===== config.mk =====
export PLATFORM = sky130hd
export DESIGN_NAME = fetch_sequencer
export DESIGN_NICKNAME = d
export VERILOG_FILES = /design/src/rtl/fetch_sequencer_pkg.sv /design/src/rtl/fetch_sequencer_timeout.sv /design/src/rtl/fetch_sequencer.sv
export SDC_FILE = /design/constraint.sdc
export NUM_CORES = 1
export LEC_CHECK = 0
export CELL_PAD_IN_SITES_DETAIL_PLACEMENT = 2
export CELL_PAD_IN_SITES_GLOBAL_PLACEMENT = 2
export CORE_MARGIN = 3
export CORE_UTILIZATION = 29
export CTS_CLUSTER_DIAMETER = 50
export CTS_CLUSTER_SIZE = 24
export DETAILED_ROUTE_END_ITERATION = 8
export HOLD_SLACK_MARGIN = 0.05
export PLACE_DENSITY = 0.79
export SYNTH_ARGS = -nofsm -noshare
export SYNTH_HDL_FRONTEND = slang
export SYNTH_SLANG_ARGS = --single-unit
export TNS_END_PERCENT = 5

===== constraint.sdc =====
create_clock -name clk -period 7.8 [get_ports clk]
set_input_delay 1.95 -clock clk [delete_from_list [all_inputs] [get_ports clk]]
set_output_delay 1.95 -clock clk [all_outputs]
set_load 0.1 [all_outputs]

===== src/rtl/fetch_sequencer_pkg.sv =====
// Shared types and constants for the instruction fetch sequencer.
package fetch_pkg;

  localparam int XLEN = 32;
  localparam logic [XLEN-1:0] NOP_INSTR = 32'h0000_0013;

  typedef enum logic [1:0] {
    FS_RUN,
    FS_SQUASH,
    FS_FAULT
  } fetch_state_t;

  // Redirect targets are word addresses; the two low bits carry no meaning.
  function automatic logic [XLEN-1:0] word_align(input logic [XLEN-1:0] addr);
    return {addr[XLEN-1:2], 2'b00};
  endfunction

endpackage


===== src/rtl/fetch_sequencer_timeout.sv =====
// Wait-cycle watchdog for the fetch port; only elaborated when FETCH_TIMEOUT_EN is defined.
`ifdef FETCH_TIMEOUT_EN
module fetch_timeout_counter #(
  parameter int unsigned LIMIT = 64
) (
  input  logic clk,
  input  logic rst,
  input  logic count_en,
  input  logic clear,
  output logic limit_hit
);

  localparam int CW = $clog2(LIMIT + 1);

  logic [CW-1:0] r_cnt;

  always_ff @(posedge clk or posedge rst) begin
    if (rst) begin
      r_cnt <= '0;
    end else if (clear) begin
      r_cnt <= '0;
    end else if (count_en) begin
      r_cnt <= r_cnt + CW'(1);
    end
  end

  // Fires during the LIMIT-th consecutive busy cycle so the fault lands on the next edge.
  assign limit_hit = count_en & ~clear & (r_cnt == CW'(LIMIT - 1));

endmodule
`endif


===== src/rtl/fetch_sequencer.sv =====
// Fetch-stage sequencer: owns the PC, drives a req/ack instruction port and fills one decode slot.
// Optional watchdog fault on a stuck memory port is enabled by defining FETCH_TIMEOUT_EN.
module fetch_sequencer
  import fetch_pkg::*;
#(
  parameter logic [XLEN-1:0] RESET_PC       = 32'h0000_0000,
  parameter int unsigned     TIMEOUT_CYCLES = 64
) (
  input  logic            clk,
  input  logic            rst,
  input  logic            stall_d,
  input  logic            redirect,
  input  logic [XLEN-1:0] redirect_pc,
  output logic            imem_req,
  output logic [XLEN-1:0] imem_addr,
  input  logic            imem_ack,
  input  logic [XLEN-1:0] imem_rdata,
  output logic            instr_valid,
  output logic [XLEN-1:0] instr,
  output logic [XLEN-1:0] instr_pc,
  output logic [XLEN-1:0] instr_pc_plus4,
  output logic            fetch_busy,
  output logic            fetch_fault
);

  fetch_state_t    r_state;
  fetch_state_t    w_state_nxt;
  logic [XLEN-1:0] r_pc;
  logic [XLEN-1:0] r_pending;
  logic [XLEN-1:0] r_instr;
  logic [XLEN-1:0] r_instr_pc;
  logic            r_in_flight;
  logic            r_valid;
  logic [XLEN-1:0] w_target;
  logic            w_slot_free;
  logic            w_req;
  logic            w_ack;
  logic            w_busy;
  logic            w_limit_hit;
  logic            w_fault;

  assign w_target    = word_align(redirect_pc);
  assign w_slot_free = ~r_valid | ~stall_d;
  assign w_ack       = w_req & imem_ack;
  assign w_busy      = w_req & ~imem_ack;

  always_ff @(posedge clk or posedge rst) begin
    if (rst) begin
      r_state <= FS_RUN;
    end else begin
      r_state <= w_state_nxt;
    end
  end

  always_comb begin
    w_state_nxt = r_state;
    unique case (r_state)
      FS_RUN:    if (redirect && w_busy) w_state_nxt = FS_SQUASH;
      FS_SQUASH: if (w_ack) w_state_nxt = FS_RUN;
      default:   w_state_nxt = r_state;
    endcase
    if (w_limit_hit) w_state_nxt = FS_FAULT;
  end

  // A request already on the bus is held to its ack regardless of stalls or redirects.
  always_comb begin
    w_req = 1'b0;
    if (!rst && r_state != FS_FAULT) begin
      w_req = r_in_flight | ((r_state == FS_RUN) & w_slot_free);
    end
  end

  always_ff @(posedge clk or posedge rst) begin
    if (rst) begin
      r_pc        <= RESET_PC;
      r_pending   <= '0;
      r_in_flight <= 1'b0;
      r_valid     <= 1'b0;
      r_instr     <= NOP_INSTR;
      r_instr_pc  <= '0;
    end else begin
      r_in_flight <= w_busy;
      unique case (r_state)
        FS_RUN: begin
          if (redirect) begin
            r_valid <= 1'b0;
            if (w_busy) r_pending <= w_target;
            else        r_pc      <= w_target;
          end else if (w_ack) begin
            r_instr    <= imem_rdata;
            r_instr_pc <= r_pc;
            r_valid    <= 1'b1;
            r_pc       <= r_pc + 32'd4;
          end else if (r_valid && !stall_d) begin
            r_valid <= 1'b0;
          end
        end
        FS_SQUASH: begin
          // The squashed ack's data is dropped; the newest redirect target wins.
          r_valid <= 1'b0;
          if (w_ack)         r_pc      <= redirect ? w_target : r_pending;
          else if (redirect) r_pending <= w_target;
        end
        default: r_valid <= 1'b0;
      endcase
      if (w_limit_hit) r_valid <= 1'b0;
    end
  end

`ifdef FETCH_TIMEOUT_EN
  logic r_fault;

  fetch_timeout_counter #(
    .LIMIT (TIMEOUT_CYCLES)
  ) u_timeout (
    .clk       (clk),
    .rst       (rst),
    .count_en  (w_busy),
    .clear     (w_ack | redirect),
    .limit_hit (w_limit_hit)
  );

  always_ff @(posedge clk or posedge rst) begin
    if (rst) begin
      r_fault <= 1'b0;
    end else if (w_limit_hit) begin
      r_fault <= 1'b1;
    end
  end

  assign w_fault = r_fault;
`else
  localparam int unsigned unused_timeout_cycles = TIMEOUT_CYCLES;
  assign w_limit_hit = 1'b0;
  assign w_fault     = 1'b0;
`endif

  assign imem_req       = w_req;
  assign imem_addr      = r_pc;
  assign fetch_busy     = w_busy;
  assign instr_valid    = r_valid;
  assign instr          = r_valid ? r_instr : NOP_INSTR;
  assign instr_pc       = r_instr_pc;
  assign instr_pc_plus4 = r_instr_pc + 32'd4;
  assign fetch_fault    = w_fault;

endmodule


==> impl_metrics.py <==
metrics = {
    "status": {
        "outcome": "completed",
    },
    "die": {
        "initial_core_util_pct": 29.9,
        "std_cell_rows": 55,
        "core_um2": 22900,
        "die_h_um": 160,
        "io_pins": 201,
        "die_x_um": 160,
        "die_area_um2": 25500,
    },
    "clock_tree": {
        "cts_buffer_depth": 2,
        "cts-resized-gates": 0,
        "cts.clk_slew.worst_paths_ns": 0.06,
        "ctsHoldBuffers": 0,
        "htree_levels": 4,
        "cts_setup_buffers": 0,
        "cts_tree": "done",
        "cts_buffers": 17,
        "clock_latency_ns": 0.42,
        "cts_root_buffer": "clkbuf_16",
        "cts.sinks": 131,
    },
    "routing": {
        "dr.pass1.iters": 4,
        "drc_errors": 0,
        "drtIter0Drc": 307,
        "wirelength_um": 24700,
        "ant_nets": 0,
        "post_drt_wl_per_cell_um": 21.0,
        "vias": 6018,
        "avgViaCountPerCell": 5.12,
    },
    "logic_synthesis": {
        "synth_seq_cells": 131,
        "synth_edf_count": 0,
        "synth.area.mux_share_pct": 14.3,
        "ys_types": 63,
        "yosysWarnings": 0,
        "synth_compound_area_share_pct": 13.6,
        "yosysTopAreaCellShare_pct": 46.7,
        "synth_top_area_cell": "dfrtp_1",
        "synth_area_leaders": "dfrtp_1 47%, mux2_2 12%, o21ai_0 3.6%, and2_1 2.9%, nand2_1 2.8%",
        "synth_top_family_by_area": "simple AND/OR/NAND/NOR gates",
        "synth-async-reset-ratio_pct": 100,
        "synth_area_um2": 6860,
        "netlist_instances": 665,
        "avgSynthCellArea_um2": 10.3,
        "synthSimpleGateAreaFrac_pct": 16.0,
        "synthFlopType": "dfrtp_1",
        "seq_area_frac_synth_pct": 47.8,
        "synthTopCellsByCount": "128 x dfrtp_1, 75 x mux2_2, 51 x nand2_1",
        "synthXorXnorAreaFrac_pct": 3.57,
        "synth_nets": 736,
        "synthAdderAreaFrac_pct": 0.365,
        "synth_most_common_cell": "dfrtp_1",
    },
    "finish": {
        "drive_gt1_share_pct": 16.5,
        "n_antenna_cell": 0,
        "stdcell_area_um2": 9770,
        "fin_nets": 920,
        "fillCellCount": 2426,
        "areaGrowthSynthToFinish_pct": 42.3,
    },
    "sta": {
        "slew_violations": 0,
        "finalSetupViolCount": 0,
        "fin_tns_setup_ns": 0,
        "fmax_mhz": 183,
        "rsz0062_at_grt": "false",
        "skew_ns": 0.00641,
        "hold_viol_final": 0,
        "min_period_over_period_pct": 70.1,
        "relSlewSlack_pct": 29.4,
        "worstMarginPinSlew_ns": 1.06,
        "finalCriticalPeriod_ns": 5.47,
    },
    "critical_path": {
        "cp.arrival_ns": 3.52,
        "startpoint_type": "flop",
        "crit_type": "flop to output pin",
        "cp-end-kind": "output pin",
        "worst-path-max-fanout": 6,
        "worst_ep_required_time_ns": 5.85,
    },
    "placement": {
        "gp_congestion": 0.758,
        "placed_area_um2": 9100,
        "dpl.hpwl_um": 17800,
        "portBuffers": 197,
    },
    "worst_hold_path": {
        "hold_path_class": "flop to flop",
    },
    "job": {
        "timing.max_cap.violations": 0,
    },
    "global_routing": {
        "gr-total-overflow": 0,
        "grt_pass1_wl_um": 39000,
        "grt_max_degree": 68,
        "grt_util_all_layers_pct": 19.3,
        "grt_pass1_vias": 6550,
        "antenna_found_initial": 0,
    },
}
## per-stage QoR
step                hold WS, ns  util (%)  setup WS [ns]  std cells
floorplan                 0.459         -          0.793        665
global placement          0.468      39.7           2.46       1143
detailed placement        0.487      39.7           2.42       1143
CTS                       0.501      42.6           2.19       1175
global route              0.519      42.6           2.02       1175
finish                    0.497      42.6           2.33       1175
## critical path: stages, from the launching register on
cell             delay, ns
dfrtp_1               0.46
nand4_1               0.29
nor4_4                0.53
nand2_1               0.20
nor3_1                0.29
xnor2_1               0.17
clkdlybuf4s50_1       1.16
## placed cells by master, fill, tap and decap left out, types with 3 or more instances in the layout
cell             synthesis  routed
clkdlybuf4s50_1          0     195
dfrtp_1                128     128
mux2_2                  75      75
nand2_1                 51      51
o21ai_0                 50      50
nor2_1                  36      36
and2_1                  32      32
a21oi_1                 27      27
inv_1                   23      22
xnor2_1                 21      21
nand4_1                 19      19
clkbuf_16                0      17
a31oi_1                 16      16
nand3_1                 15      15
nor3_1                  15      15
and3_1                  14      14
buf_4                    6      11
a22o_1                   8       8
o22ai_1                  8       8
mux2_4                   7       7
xor2_1                   7       7
clkinvlp_4               0       5
bufinv_16                0       5
nand2b_1                 4       4
o21ai_1                  4       4
a22oi_1                  4       4
o31a_1                   4       4
o31ai_1                  3       3
and4_1                   3       3
or3_1                    3       3
a221o_1                  3       3
clkbuf_8                 0       3
dfstp_2                  3       3
## layer usage
layer  vias up  GRT usage (%)  wire length (µm)
li1       2757              -                 -
met1      3101           25.7             11200
met2       140           32.7             12300
met3        20           2.88              1010
met4         0           5.13               254
met5         -              0                 0
## cells by family (layout without fill, tap and decap cells)
logic type,after synthesis,count (layout)
AO/OA/AOI/OAI,148,148
XOR/XNOR,28,28
adder cells (fa/ha/maj),2,2
buffers and inverters,64,261
flip-flops,131,131
multiplexers,85,85
other,1,1
AND/OR/NAND/NOR,206,206
## sequential cells by signal (all words and copies together) (netlist names)
name and flops:
r_state 1, r_instr 32, imem_addr 32, instr_pc 32, r_pending 32, instr_valid 1, r_in_flight 1
## area by class of cell
type | instances | area (µm²) | share of cell area, %
Multi-Input combinational cell | 470 | 3300 | 33.8
Sequential cell | 131 | 3280 | 33.6
Timing Repair Buffer | 206 | 2030 | 20.8
Clock buffer | 20 | 467 | 4.78
Tap cell | 313 | 392 | 4.01
Clock inverter | 12 | 203 | 2.08
Inverter | 23 | 90.1 | 0.922
## path summary, 6_finish.rpt
kind	startpoint	to	slack [ns]	cells after the start
max	instr_pc[4]	instr_pc_plus4[29]	2.33	6
min	r_instr[6]	r_instr[6]	0.50	1
max reg2reg	instr_valid	r_pending[12]	4.88	5
min reg2reg	r_instr[6]	r_instr[6]	0.50	1
max in group asynchronous	rst	imem_addr[26]	4.10	4
min in group asynchronous	rst	r_instr[23]	2.28	3
Power is left out: the tool's default activity adds up to more than one toggle a clock period on the data nets, which glitch-free logic cannot reach.
